**src/rtl/alien_scheduler_pkg.sv**
```systemverilog
// alien_scheduler_pkg: shared VGA timing constants, alien/slot types and window helpers
// Revision: 1.0
`default_nettype none

package alien_scheduler_pkg;

    localparam int H_VISIBLE   = 640;
    localparam int H_TOTAL     = 800;
    localparam int V_VISIBLE   = 480;
    localparam int V_TOTAL     = 525;
    localparam int SPRITE_HALF = 32;
    localparam int SLOT_IDX_W  = 8;

    typedef struct packed {
        logic [9:0] _x_pos;
        logic [9:0] _y_pos;
        logic [4:0] _r;
    } AlienData;

    typedef struct packed {
        logic                  valid;
        logic [SLOT_IDX_W-1:0] idx;
        AlienData              data;
    } SlotEntry;

    typedef enum logic [1:0] {
        S_IDLE  = 2'd0,
        S_CLEAR = 2'd1,
        S_SCAN  = 2'd2,
        S_DONE  = 2'd3
    } sched_state_e;

    // Windows are evaluated in 11-bit signed space so they clip at 0 instead of wrapping.
    function automatic logic signed [10:0] half_size(input logic [4:0] r);
        logic [9:0] hs;
        hs = 10'(SPRITE_HALF) - {5'd0, r};
        return $signed({1'b0, hs});
    endfunction

    function automatic logic h_hit(input logic [9:0] h, input AlienData a);
        logic signed [10:0] hs;
        logic signed [10:0] pos;
        logic signed [10:0] cnt;
        hs  = half_size(a._r);
        pos = $signed({1'b0, a._x_pos});
        cnt = $signed({1'b0, h});
        return (cnt > pos - hs) && (cnt < pos + hs);
    endfunction

    function automatic logic v_hit(input logic [9:0] line, input AlienData a);
        logic signed [10:0] hs;
        logic signed [10:0] pos;
        logic signed [10:0] ln;
        hs  = half_size(a._r);
        pos = $signed({1'b0, a._y_pos});
        ln  = $signed({1'b0, line});
        return (ln >= pos - hs) && (ln < pos + hs);
    endfunction

endpackage

`default_nettype wire

```
**src/rtl/alien_scheduler_if.sv**
```systemverilog
// alien_scheduler_if: alien list in, selected alien out, between game state and renderer
// Revision: 1.0
`default_nettype none

interface alien_scheduler_if #(
    parameter int MAX_ALIENS = 8
);
    import alien_scheduler_pkg::*;

    localparam int IDX_W = (MAX_ALIENS > 1) ? $clog2(MAX_ALIENS) : 1;

    logic [9:0]            h_cnt;
    logic [9:0]            v_cnt;
    AlienData              alien_list [MAX_ALIENS];
    logic [MAX_ALIENS-1:0] alien_en;
    AlienData              sel_data;
    logic [IDX_W-1:0]      sel_idx;
    logic                  sel_hit;
    logic                  line_overflow;

    modport master (
        output h_cnt, v_cnt, alien_list, alien_en,
        input  sel_data, sel_idx, sel_hit, line_overflow
    );

    modport slave (
        input  h_cnt, v_cnt, alien_list, alien_en,
        output sel_data, sel_idx, sel_hit, line_overflow
    );

endinterface

`default_nettype wire

```
**src/rtl/alien_scheduler_slot_picker.sv**
```systemverilog
// alien_slot_picker: picks the nearest (smallest radius) slot covering h_cnt; ties go to the lowest slot
// Revision: 1.0
`default_nettype none

module alien_slot_picker
    import alien_scheduler_pkg::*;
#(
    parameter int SLOTS = 4
) (
    input  logic [9:0]            h_cnt_i,
    input  SlotEntry              slots_i [SLOTS],
    output logic                  hit_o,
    output AlienData              data_o,
    output logic [SLOT_IDX_W-1:0] idx_o
);

    logic                  found;
    AlienData              best_data;
    logic [SLOT_IDX_W-1:0] best_idx;

    always_comb begin
        found     = 1'b0;
        best_data = '0;
        best_idx  = '0;
        for (int s = 0; s < SLOTS; s++) begin
            if (slots_i[s].valid && h_hit(h_cnt_i, slots_i[s].data) &&
                (!found || (slots_i[s].data._r < best_data._r))) begin
                found     = 1'b1;
                best_data = slots_i[s].data;
                best_idx  = slots_i[s].idx;
            end
        end
    end

    assign hit_o  = found;
    assign data_o = best_data;
    assign idx_o  = best_idx;

endmodule

`default_nettype wire

```
**src/rtl/alien_scheduler.sv**
```systemverilog
// alien_scheduler: scans the alien list in h-blank into a shadow slot table, swaps it in at line end,
// and selects the nearest covering alien per pixel with one cycle of latency.
`default_nettype none

module alien_scheduler
    import alien_scheduler_pkg::*;
#(
    parameter int MAX_ALIENS = 8,
    parameter int SLOTS      = 4
) (
    input  logic         clk,
    input  logic         rst_n,
    alien_scheduler_if.slave bus
);

    localparam int IDX_W = (MAX_ALIENS > 1) ? $clog2(MAX_ALIENS) : 1;
    localparam int WP_W  = $clog2(SLOTS + 1);

    generate
        if (2 + MAX_ALIENS > 159) begin : g_budget_err
            $error("alien_scheduler: MAX_ALIENS scan does not fit in horizontal blanking");
        end
    endgenerate

    sched_state_e          state_q, state_d;
    logic                  clear_shadow, scan_en, swap_en;
    logic [IDX_W-1:0]      scan_i_q;
    logic [WP_W-1:0]       wp_q;
    SlotEntry              shadow_q [SLOTS];
    SlotEntry              active_q [SLOTS];
    logic                  ovf_q;
    logic                  sel_hit_q;
    AlienData              sel_data_q;
    logic [IDX_W-1:0]      sel_idx_q;

    logic [9:0]            next_line;
    AlienData              cur_entry;
    logic                  cur_hit, slot_free, ovf_set, frame_start, visible, scan_last;
    logic                  pick_hit;
    AlienData              pick_data;
    logic [SLOT_IDX_W-1:0] pick_idx;

    always_ff @(posedge clk) begin
        if (!rst_n) state_q <= S_IDLE;
        else        state_q <= state_d;
    end

    always_comb begin
        state_d = state_q;
        case (state_q)
            S_IDLE:  if (bus.h_cnt == 10'(H_VISIBLE)) state_d = S_CLEAR;
            S_CLEAR: state_d = S_SCAN;
            S_SCAN:  if (scan_last) state_d = S_DONE;
            S_DONE:  if (bus.h_cnt == 10'(H_TOTAL - 1)) state_d = S_IDLE;
            default: state_d = S_IDLE;
        endcase
    end

    always_comb begin
        clear_shadow = (state_q == S_CLEAR);
        scan_en      = (state_q == S_SCAN);
        swap_en      = (state_q == S_DONE) && (bus.h_cnt == 10'(H_TOTAL - 1));
    end

    // The scan during line v fills the table for line v+1, wrapping to 0 after the last line.
    assign next_line   = (bus.v_cnt == 10'(V_TOTAL - 1)) ? 10'd0 : bus.v_cnt + 10'd1;
    assign scan_last   = (scan_i_q == IDX_W'(MAX_ALIENS - 1));
    assign cur_entry   = bus.alien_list[scan_i_q];
    assign cur_hit     = scan_en && bus.alien_en[scan_i_q] && v_hit(next_line, cur_entry);
    assign slot_free   = (wp_q < WP_W'(SLOTS));
    assign ovf_set     = cur_hit && !slot_free;
    assign frame_start = (bus.h_cnt == 10'd0) && (bus.v_cnt == 10'd0);
    assign visible     = (bus.h_cnt < 10'(H_VISIBLE)) && (bus.v_cnt < 10'(V_VISIBLE));

    alien_slot_picker #(.SLOTS(SLOTS)) u_picker (
        .h_cnt_i (bus.h_cnt),
        .slots_i (active_q),
        .hit_o   (pick_hit),
        .data_o  (pick_data),
        .idx_o   (pick_idx)
    );

    always_ff @(posedge clk) begin
        if (!rst_n) begin
            for (int s = 0; s < SLOTS; s++) begin
                shadow_q[s] <= '0;
                active_q[s] <= '0;
            end
            wp_q       <= '0;
            scan_i_q   <= '0;
            ovf_q      <= 1'b0;
            sel_hit_q  <= 1'b0;
            sel_data_q <= '0;
            sel_idx_q  <= '0;
        end else begin
            if (clear_shadow) begin
                for (int s = 0; s < SLOTS; s++) shadow_q[s].valid <= 1'b0;
                wp_q     <= '0;
                scan_i_q <= '0;
            end
            if (scan_en) scan_i_q <= scan_i_q + IDX_W'(1);
            if (cur_hit && slot_free) begin
                for (int s = 0; s < SLOTS; s++) begin
                    if (wp_q == WP_W'(s))
                        shadow_q[s] <= '{valid: 1'b1, idx: SLOT_IDX_W'(scan_i_q), data: cur_entry};
                end
                wp_q <= wp_q + WP_W'(1);
            end
            if (swap_en) begin
                for (int s = 0; s < SLOTS; s++) active_q[s] <= shadow_q[s];
            end
            // Set takes priority over the frame-start clear.
            if (ovf_set)          ovf_q <= 1'b1;
            else if (frame_start) ovf_q <= 1'b0;
            sel_hit_q <= pick_hit && visible;
            if (pick_hit) begin
                sel_data_q <= pick_data;
                sel_idx_q  <= IDX_W'(pick_idx);
            end
        end
    end

    assign bus.sel_hit       = sel_hit_q;
    assign bus.sel_data      = sel_data_q;
    assign bus.sel_idx       = sel_idx_q;
    assign bus.line_overflow = ovf_q;

endmodule

`default_nettype wire

```
**src/flat_wrapper.sv**
```systemverilog
// flat-port wrapper written by rule: the top's interface ports become plain ports
module alien_scheduler_flat import alien_scheduler_pkg::*;
#(
    parameter int MAX_ALIENS = 8,
    parameter int SLOTS      = 4
)
  (clk, rst_n, bus_h_cnt, bus_v_cnt, bus_alien_list, bus_alien_en, bus_sel_data, bus_sel_idx, bus_sel_hit, bus_line_overflow);
  alien_scheduler_if #(.MAX_ALIENS(MAX_ALIENS)) bus_i ();
  input  logic clk;
  input  logic rst_n;
  input wire logic [$bits(bus_i.h_cnt)-1:0] bus_h_cnt;
  input wire logic [$bits(bus_i.v_cnt)-1:0] bus_v_cnt;
  input wire logic [$bits(bus_i.alien_list)-1:0] bus_alien_list;
  input wire logic [$bits(bus_i.alien_en)-1:0] bus_alien_en;
  output wire logic [$bits(bus_i.sel_data)-1:0] bus_sel_data;
  output wire logic [$bits(bus_i.sel_idx)-1:0] bus_sel_idx;
  output wire logic [$bits(bus_i.sel_hit)-1:0] bus_sel_hit;
  output wire logic [$bits(bus_i.line_overflow)-1:0] bus_line_overflow;
  assign bus_i.h_cnt = bus_h_cnt;
  assign bus_i.v_cnt = bus_v_cnt;
  assign bus_i.alien_list = {>>{bus_alien_list}};
  assign bus_i.alien_en = bus_alien_en;
  assign bus_sel_data = bus_i.sel_data;
  assign bus_sel_idx = bus_i.sel_idx;
  assign bus_sel_hit = bus_i.sel_hit;
  assign bus_line_overflow = bus_i.line_overflow;
  alien_scheduler #(.MAX_ALIENS(MAX_ALIENS), .SLOTS(SLOTS)) u_core (.clk(clk), .rst_n(rst_n), .bus(bus_i));
endmodule
```
**config.mk**
```make
export PLATFORM = sky130hd
export DESIGN_NAME = alien_scheduler_flat
export DESIGN_NICKNAME = d
export VERILOG_FILES = /design/src/rtl/alien_scheduler_pkg.sv /design/src/rtl/alien_scheduler_if.sv /design/src/rtl/alien_scheduler_slot_picker.sv /design/src/rtl/alien_scheduler.sv /design/src/flat_wrapper.sv
export SDC_FILE = /design/constraint.sdc
export NUM_CORES = 1
export LEC_CHECK = 0
export CAP_MARGIN = 20
export CORE_AREA = 10 10 183 314
export CTS_CLUSTER_SIZE = 8
export DETAILED_ROUTE_END_ITERATION = 8
export DIE_AREA = 0 0 193 324
export GPL_TIMING_DRIVEN = 0
export PLACE_DENSITY = 0.54
export SLEW_MARGIN = 10
export SYNTH_ARGS = -nofsm -noshare
export SYNTH_HDL_FRONTEND = slang
export SYNTH_SLANG_ARGS = --single-unit
```
**constraint.sdc**
```tcl
create_clock -name clk -period 12.6 [get_ports clk]
set_input_delay 2.52 -clock clk [delete_from_list [all_inputs] [get_ports clk]]
set_output_delay 2.52 -clock clk [all_outputs]
set_load 0.02 [all_outputs]
```
After elaboration in Yosys (flattened, before gate mapping)
Memory sizes are Yosys's and may differ from the RTL's. A register that Yosys moved wholly into a read port is not among the register bits.
Index checks and enable logic that the tools add are counted.
Widths: inputs -> output; s select.
- add/sub/neg operators: 18
- order comparisons: 18
- equal/unequal tests: 13
- muxes and demuxes: 59
- bitwise gates (word level): 13
- reductions and logical operators: 39
- operator list (kind ; count):
    $mux 25 ; 6
    $mux 28 ; 4
    $bmux 25 s3 ; 1
    $add 10x10->11 ; 5
    $lt 11x11->1 ; 5
    $sub 10x10->11 ; 5
    $gt 11x11->1 ; 4
    $mux 1 ; 35
    $sub 6x5->7 const A ; 5
    $eq 10x10->1 const B ; 3
    $mux 3 ; 7
    $logic_and 1x1->1 ; 20
    $logic_not 10->1 ; 2
    $lt 5x5->1 ; 3
    $or 1x1->1 ; 12
    $ge 11x11->1 ; 1
    $add 10x1->10 const B ; 1
    $lt 10x10->1 const B ; 1
    $lt 10x9->1 const B ; 1
    $mux 10 ; 1
    $logic_not 1->1 ; 8
    $pmux 2 s4 ; 1
    $add 3x1->3 const B ; 2
    $eq 3x2->1 const B ; 2
    17 further kinds ; 25
- register bits: 38
- RAM bits: 116
- input bits: 230
- output and inout port bits: 30
- word-level logic and storage cells: 170
- memories: 1
- memories (name ; depth ; bits a word ; read ports ; clocked after Yosys merged registers in ; wr ports ; RTL line ; source):
    u_core.shadow_q ; 4 ; 29 ; 4 ; 4 ; 4 ; alien_scheduler.sv:29 ; SlotEntry shadow_q [SLOTS];

Logic depth before layout (Yosys ltp)
- word-level depth: 19
- depth in mapped cells: 52

By module
A second synthesis with hierarchy kept.
- cells, all modules: 1980
- area total of the unflattened synthesis: 18370.1 um^2
- modules (own cells, without submodules) (module ; instances ; cells each ; area each (um^2) ; sequential area each (um^2)):
    alien_scheduler ; 1 ; 1196 ; 12405.6 ; 6536.3
    alien_slot_picker ; 1 ; 784 ; 5964.5 ; 0.0

Worst setup path before layout
Ideal clock, no wire load.
- path kind: in2reg
- from: input bus_h_cnt[6]
- to: register u_core.sel_data_q, in the netlist u_core.bus.sel_data[17]
- setup time: 95 ps
- arrival: 9350 ps
- data required time: 12505 ps
- slack: 3154 ps
- stages: 39
- buffers on the path: 5
- path through: ha_1 a21o_1 a21o_1 a221oi_1 o32ai_1 and2_1 buf_2 nand2_1 ha_1 a21o_1 a31oi_1 o21ai_0 nand3_1 and2_1 buf_2 clkbuf_1 a21oi_1 ha_1 [3 not listed] or3_1 o221ai_2 and2_1 buf_4 a211o_1 o21ai_0 ha_1 a21oi_1 nor2b_1 o21ai_0 nand2b_1 nor4_1 nand3_1 a221oi_2 or2_1 nor3_4 buf_4 a221oi_1
- cells in the longest elaborated chain, start to end: 16
- elaborated cells between the ends (all ways): 36
- ends and longest elaborated chain (item ; RTL line ; source):
    start, declared ; flat_wrapper.sv:11 ; input wire logic [$bits(bus_i.h_cnt)-1:0] bus_h_cnt;
    $gt 11x11->1 / $lt 11x11->1 (equally long branches) ; alien_scheduler_pkg.sv:47 ; return (cnt > pos - hs) && (cnt < pos + hs);
    $logic_and 1x1->1 ; alien_scheduler_pkg.sv:47 ;
    $logic_and 1x1->1 ; alien_scheduler_slot_picker.sv:26 ; if (slots_i[s].valid && h_hit(h_cnt_i, slots_i[s].data) &&
    $mux 25 / $mux 1 (equally long branches) ; alien_scheduler_slot_picker.sv:26 ;
    $lt 5x5->1 / $logic_not 1->1 (equally long branches) ; alien_scheduler_slot_picker.sv:27 ; (!found || (slots_i[s].data._r < best_data._r))) begin
    $logic_or 1x1->1 ; alien_scheduler_slot_picker.sv:27 ;
    $logic_and 1x1->1 ; alien_scheduler_slot_picker.sv:26 ;
    $mux 25 / $mux 1 (equally long branches) ; alien_scheduler_slot_picker.sv:26 ;
    $lt 5x5->1 / $logic_not 1->1 (equally long branches) ; alien_scheduler_slot_picker.sv:27 ;
    $logic_or 1x1->1 ; alien_scheduler_slot_picker.sv:27 ;
    $logic_and 1x1->1 ; alien_scheduler_slot_picker.sv:26 ;
    $mux 25 / $mux 1 (equally long branches) ; alien_scheduler_slot_picker.sv:26 ;
    $lt 5x5->1 / $logic_not 1->1 (equally long branches) ; alien_scheduler_slot_picker.sv:27 ;
    $logic_or 1x1->1 ; alien_scheduler_slot_picker.sv:27 ;
    $logic_and 1x1->1 ; alien_scheduler_slot_picker.sv:26 ;
    $mux 25 / $mux 1 (equally long branches) ; alien_scheduler_slot_picker.sv:26 ;
    end signal, assigned ; alien_scheduler.sv:117 ; sel_data_q <= pick_data;
    end, declared ; alien_scheduler.sv:33 ; AlienData sel_data_q;
Several ways; a longest one is shown, not always the timed one.
A chain may end at the register's enable or synchronous reset.

Worst setup path after layout
- from: input bus_h_cnt[8]
- to: register u_core.sel_data_q, in the netlist u_core.bus.sel_data[17]
The elaborated chain is that of the path after synthesis.

==> results.sh <==
export IMPL_first_global_vias=16801
export IMPL_syn_nets=2384
export IMPL_ios=260
export IMPL_cp_required_ps=13020
export IMPL_clock_skew_ps=19.0
export IMPL_rr_worst_depth=49
export IMPL_powerDensity_nw_per_um2=96.4
export IMPL_drc=0
export IMPL_crit_path_end_kind="flip-flop"
export IMPL_synthArstFlopShare_pct=0
export IMPL_cp_startpoint="bus_h_cnt[8]"
export IMPL_clk_latency_ps=530
export IMPL_fmax_mhz=84.1
export IMPL_preCtsSetupSlack_ps=-135
export IMPL_wirelength_mm=67.8
export IMPL_rsz0062_at_grt="no"
export IMPL_syn_inst=1956
export IMPL_grt_usage_pct=21.5
export IMPL_tritoncts="done"
export IMPL_num_rows=111
export IMPL_num_vias=15678
export IMPL_worstPathArrival_ps=12320
export IMPL_synth_edf_count=113
export IMPL_vias_per_cell=5.28
export IMPL_htreeDepth=2
export IMPL_drv_slew=0
export IMPL_cp_slowest_cell="clkdlybuf4s50_1"
export IMPL_start_util_pct=34.6
export IMPL_whs_ps=443
export IMPL_nFillCells=5106
export IMPL_setup_violations=0
export IMPL_grt_overflow_total=0
export IMPL_fin_setup_tns_ps=0
export IMPL_dr_pass1_iters=5
export IMPL_p_leak_nw=8.48
export IMPL_clk_transition_reported_paths_ps=50
export IMPL_slowest_delay_ps=730
export IMPL_clock_sinks=270
export IMPL_startpoint_type="input pin"
export IMPL_outcome="completed"
export IMPL_dieArea_um2=62500
export IMPL_rr_startpoint="u_core.active_q[102]$_SDFFE_PN0P_"
export IMPL_ys_ff_latch=270
export IMPL_min_from="u_core.shadow_q[0][28]$_SDFFE_PP1P_"
export IMPL_grt_pass1_wl_mm=100
export IMPL_drtIter0Drc=695
export IMPL_post_route_cells_drive_above_1_share_pct=7.86
export IMPL_area_growth_pct=26.3
export IMPL_antenna_found_initial=0
export IMPL_hpwl_mm=56.9
export IMPL_dp_cells=2898
export IMPL_postCtsSetupBuffers=0
export IMPL_finalCoreUtilization_pct=43.7
export IMPL_clock_path_buffers=3
export IMPL_gp_congestion=0.934
export IMPL_netlist_area_um2=18000
export IMPL_fin_total_pwr_mw=2.19
export IMPL_wire_per_inst_um=22.9
export IMPL_stdcell_count=2967
export IMPL_dpl_cell_area_um2=21600
export IMPL_core_area_um2=52100
export IMPL_worst_pin_slew_ps=1160
export IMPL_worstHoldPathCells=2
export IMPL_port_buffer_count=259
export IMPL_antenna_diode_count=0
export IMPL_period_share_pct=94.4
export IMPL_hold_viol=0
export IMPL_ys_types=81
export IMPL_avgSynthCellArea_um2=9.22
export IMPL_die_h_um=324
export IMPL_ys_flop_type="dfxtp_1"
export IMPL_cp_max_fo=10
export IMPL_cts_root_buf="clkbuf_16"
export IMPL_cap_violations=0
export IMPL_grt_start_max_net_pins=29
export IMPL_layout_setup_ws_ps=705
export IMPL_die_width_um=193
export IMPL_peakVddDrop_uv=85.8
export IMPL_ant_nets=0
export IMPL_worstSetupPathType="in -> reg"
export IMPL_nets=2692
export IMPL_fin_crit_ps=11890
export IMPL_fin_area_um2=22800
export IMPL_ys_seq_area_share_pct=36.3
export IMPL_maxSlewHeadroom_pct=22.2
export IMPL_ys_warn_count=0
export IMPL_hp_class="reg -> reg"
export IMPL_cts_buffers=39
==> timing repair <==
| action | 4_1_cts | 5_1_grt |
|---|---|---|
| setup endpoints to repair | 0 | 26 |
| hold buffers | 0 | 0 |
| resized for setup | 0 | 3 |
==> worst max-delay path: cells and delay by family <==
kind,cells,cell delay (ps)
adders and majority gates,4,1240
and+or+nand+nor,13,2870
AOI/OAI and AO/OA,17,3480
buffers and inverters,7,2200
==> power breakdown <==
part	internal (mW)	total [mW]	leakage (nW)	switching [mW]
clock	0.592	0.978	0.539	0.385
combinational	0.136	0.274	5.51	0.139
sequential	0.935	0.943	2.43	0.00751
total	1.66	2.19	8.48	0.531
==> layout by cell type (no fill, tap or decap), drive strengths merged, types with 23 or more instances in the layout <==
cell / instances
dfxtp: 157
o21ai: 72
nand3b: 23
edfxtp: 113
nand3: 30
a221oi: 25
a21oi: 212
mux4: 52
clkbuf: 138
xnor2: 72
xor2: 25
nor2: 165
inv: 122
mux2i: 28
nand2: 318
buf: 37
clkdlybuf4s50: 258
ha: 188
==> cell type report <==
cell class | instances | area [um^2] | area share [%]
plain buffers | 103 | 462 | 2.03
flip-flops and latches | 270 | 6540 | 28.7
clock buffers | 64 | 1100 | 4.84
repair buffers | 267 | 2740 | 12.0
multi-input cells | 1462 | 10600 | 46.6
inverters | 121 | 454 | 1.99
clock inverters | 2 | 25.0 | 0.110
well taps | 678 | 848 | 3.73
==> Yosys cell counts, drive strengths merged, types with 5 or more instances <==
| cell | count | area, um^2 |
|---|---|---|
| nor3b | 5 | 37.5 |
| dfxtp | 157 | 3140 |
| a221oi | 25 | 350 |
| o221ai | 5 | 56.3 |
| clkbuf | 72 | 270 |
| a21oi | 212 | 1060 |
| and2 | 12 | 77.6 |
| or3 | 11 | 68.8 |
| xor2 | 25 | 219 |
| nor2 | 165 | 619 |
| ha | 188 | 2350 |
| nor4 | 7 | 43.8 |
| nand2 | 318 | 1190 |
| mux2i | 28 | 280 |
| o311ai | 5 | 61.3 |
| nand4 | 19 | 119 |
| nor2b | 16 | 108 |
| mux4 | 52 | 1170 |
| a211oi | 12 | 95.1 |
| fa | 10 | 200 |
| nand3b | 23 | 173 |
| a21o | 21 | 158 |
| inv | 121 | 454 |
| o21a | 13 | 97.6 |
| o31ai | 5 | 37.5 |
| edfxtp | 113 | 3390 |
| nand2b | 11 | 68.8 |
| o21ai | 72 | 360 |
| nor3 | 18 | 101 |
| xnor2 | 72 | 631 |
| or2 | 11 | 68.8 |
| o21bai | 16 | 124 |
| buf | 31 | 190 |
| nand3 | 30 | 155 |
==> layer usage <==
metal	track usage (%)	share of wire (%)	wire length (um)	vias up
li1	-	-	-	7522
met1	19.2	33	22400	7458
met2	41.6	54	36800	517
met3	3.65	4.8	3270	181
met4	15.6	7.9	5350	0
met5	0	0	0	-
==> sequential cells by signal (all words and copies together) (netlist names) <==
signal	flops
u_core.scan_i_q	3
u_core.bus.line_overflow	1
u_core.wp_q	3
u_core.bus.sel_data	25
u_core.active_q	116
u_core.state_q	2
u_core.bus.sel_idx	3
u_core.bus.sel_hit	1
u_core.shadow_q	116
==> cell families (layout without fill, tap and decap cells) <==
kind of cell | count (synthesis) | in the layout | share of synthesized area, %
simple gates | 659 | 659 | 16.4
compound gates | 426 | 426 | 15.3
flops | 270 | 270 | 36.3
buf+inv | 224 | 557 | 5.07
fa+ha+maj | 198 | 198 | 14.2
xor+xnor | 97 | 97 | 4.71
mux | 82 | 82 | 8.18
==> path summary, 6_finish.rpt <==
kind | slack [ps] | end
worst min register to register | 440 | u_core.shadow_q[0][28]$_SDFFE_PP1P_
worst max register to register | 1220 | u_core.bus.sel_data[17]$_SDFFE_PN0P_
worst max-delay path | 710 | u_core.bus.sel_data[17]$_SDFFE_PN0P_
worst min-delay path | 440 | u_core.shadow_q[0][28]$_SDFFE_PP1P_
Note: power is estimated with default switching activity, not from simulation.
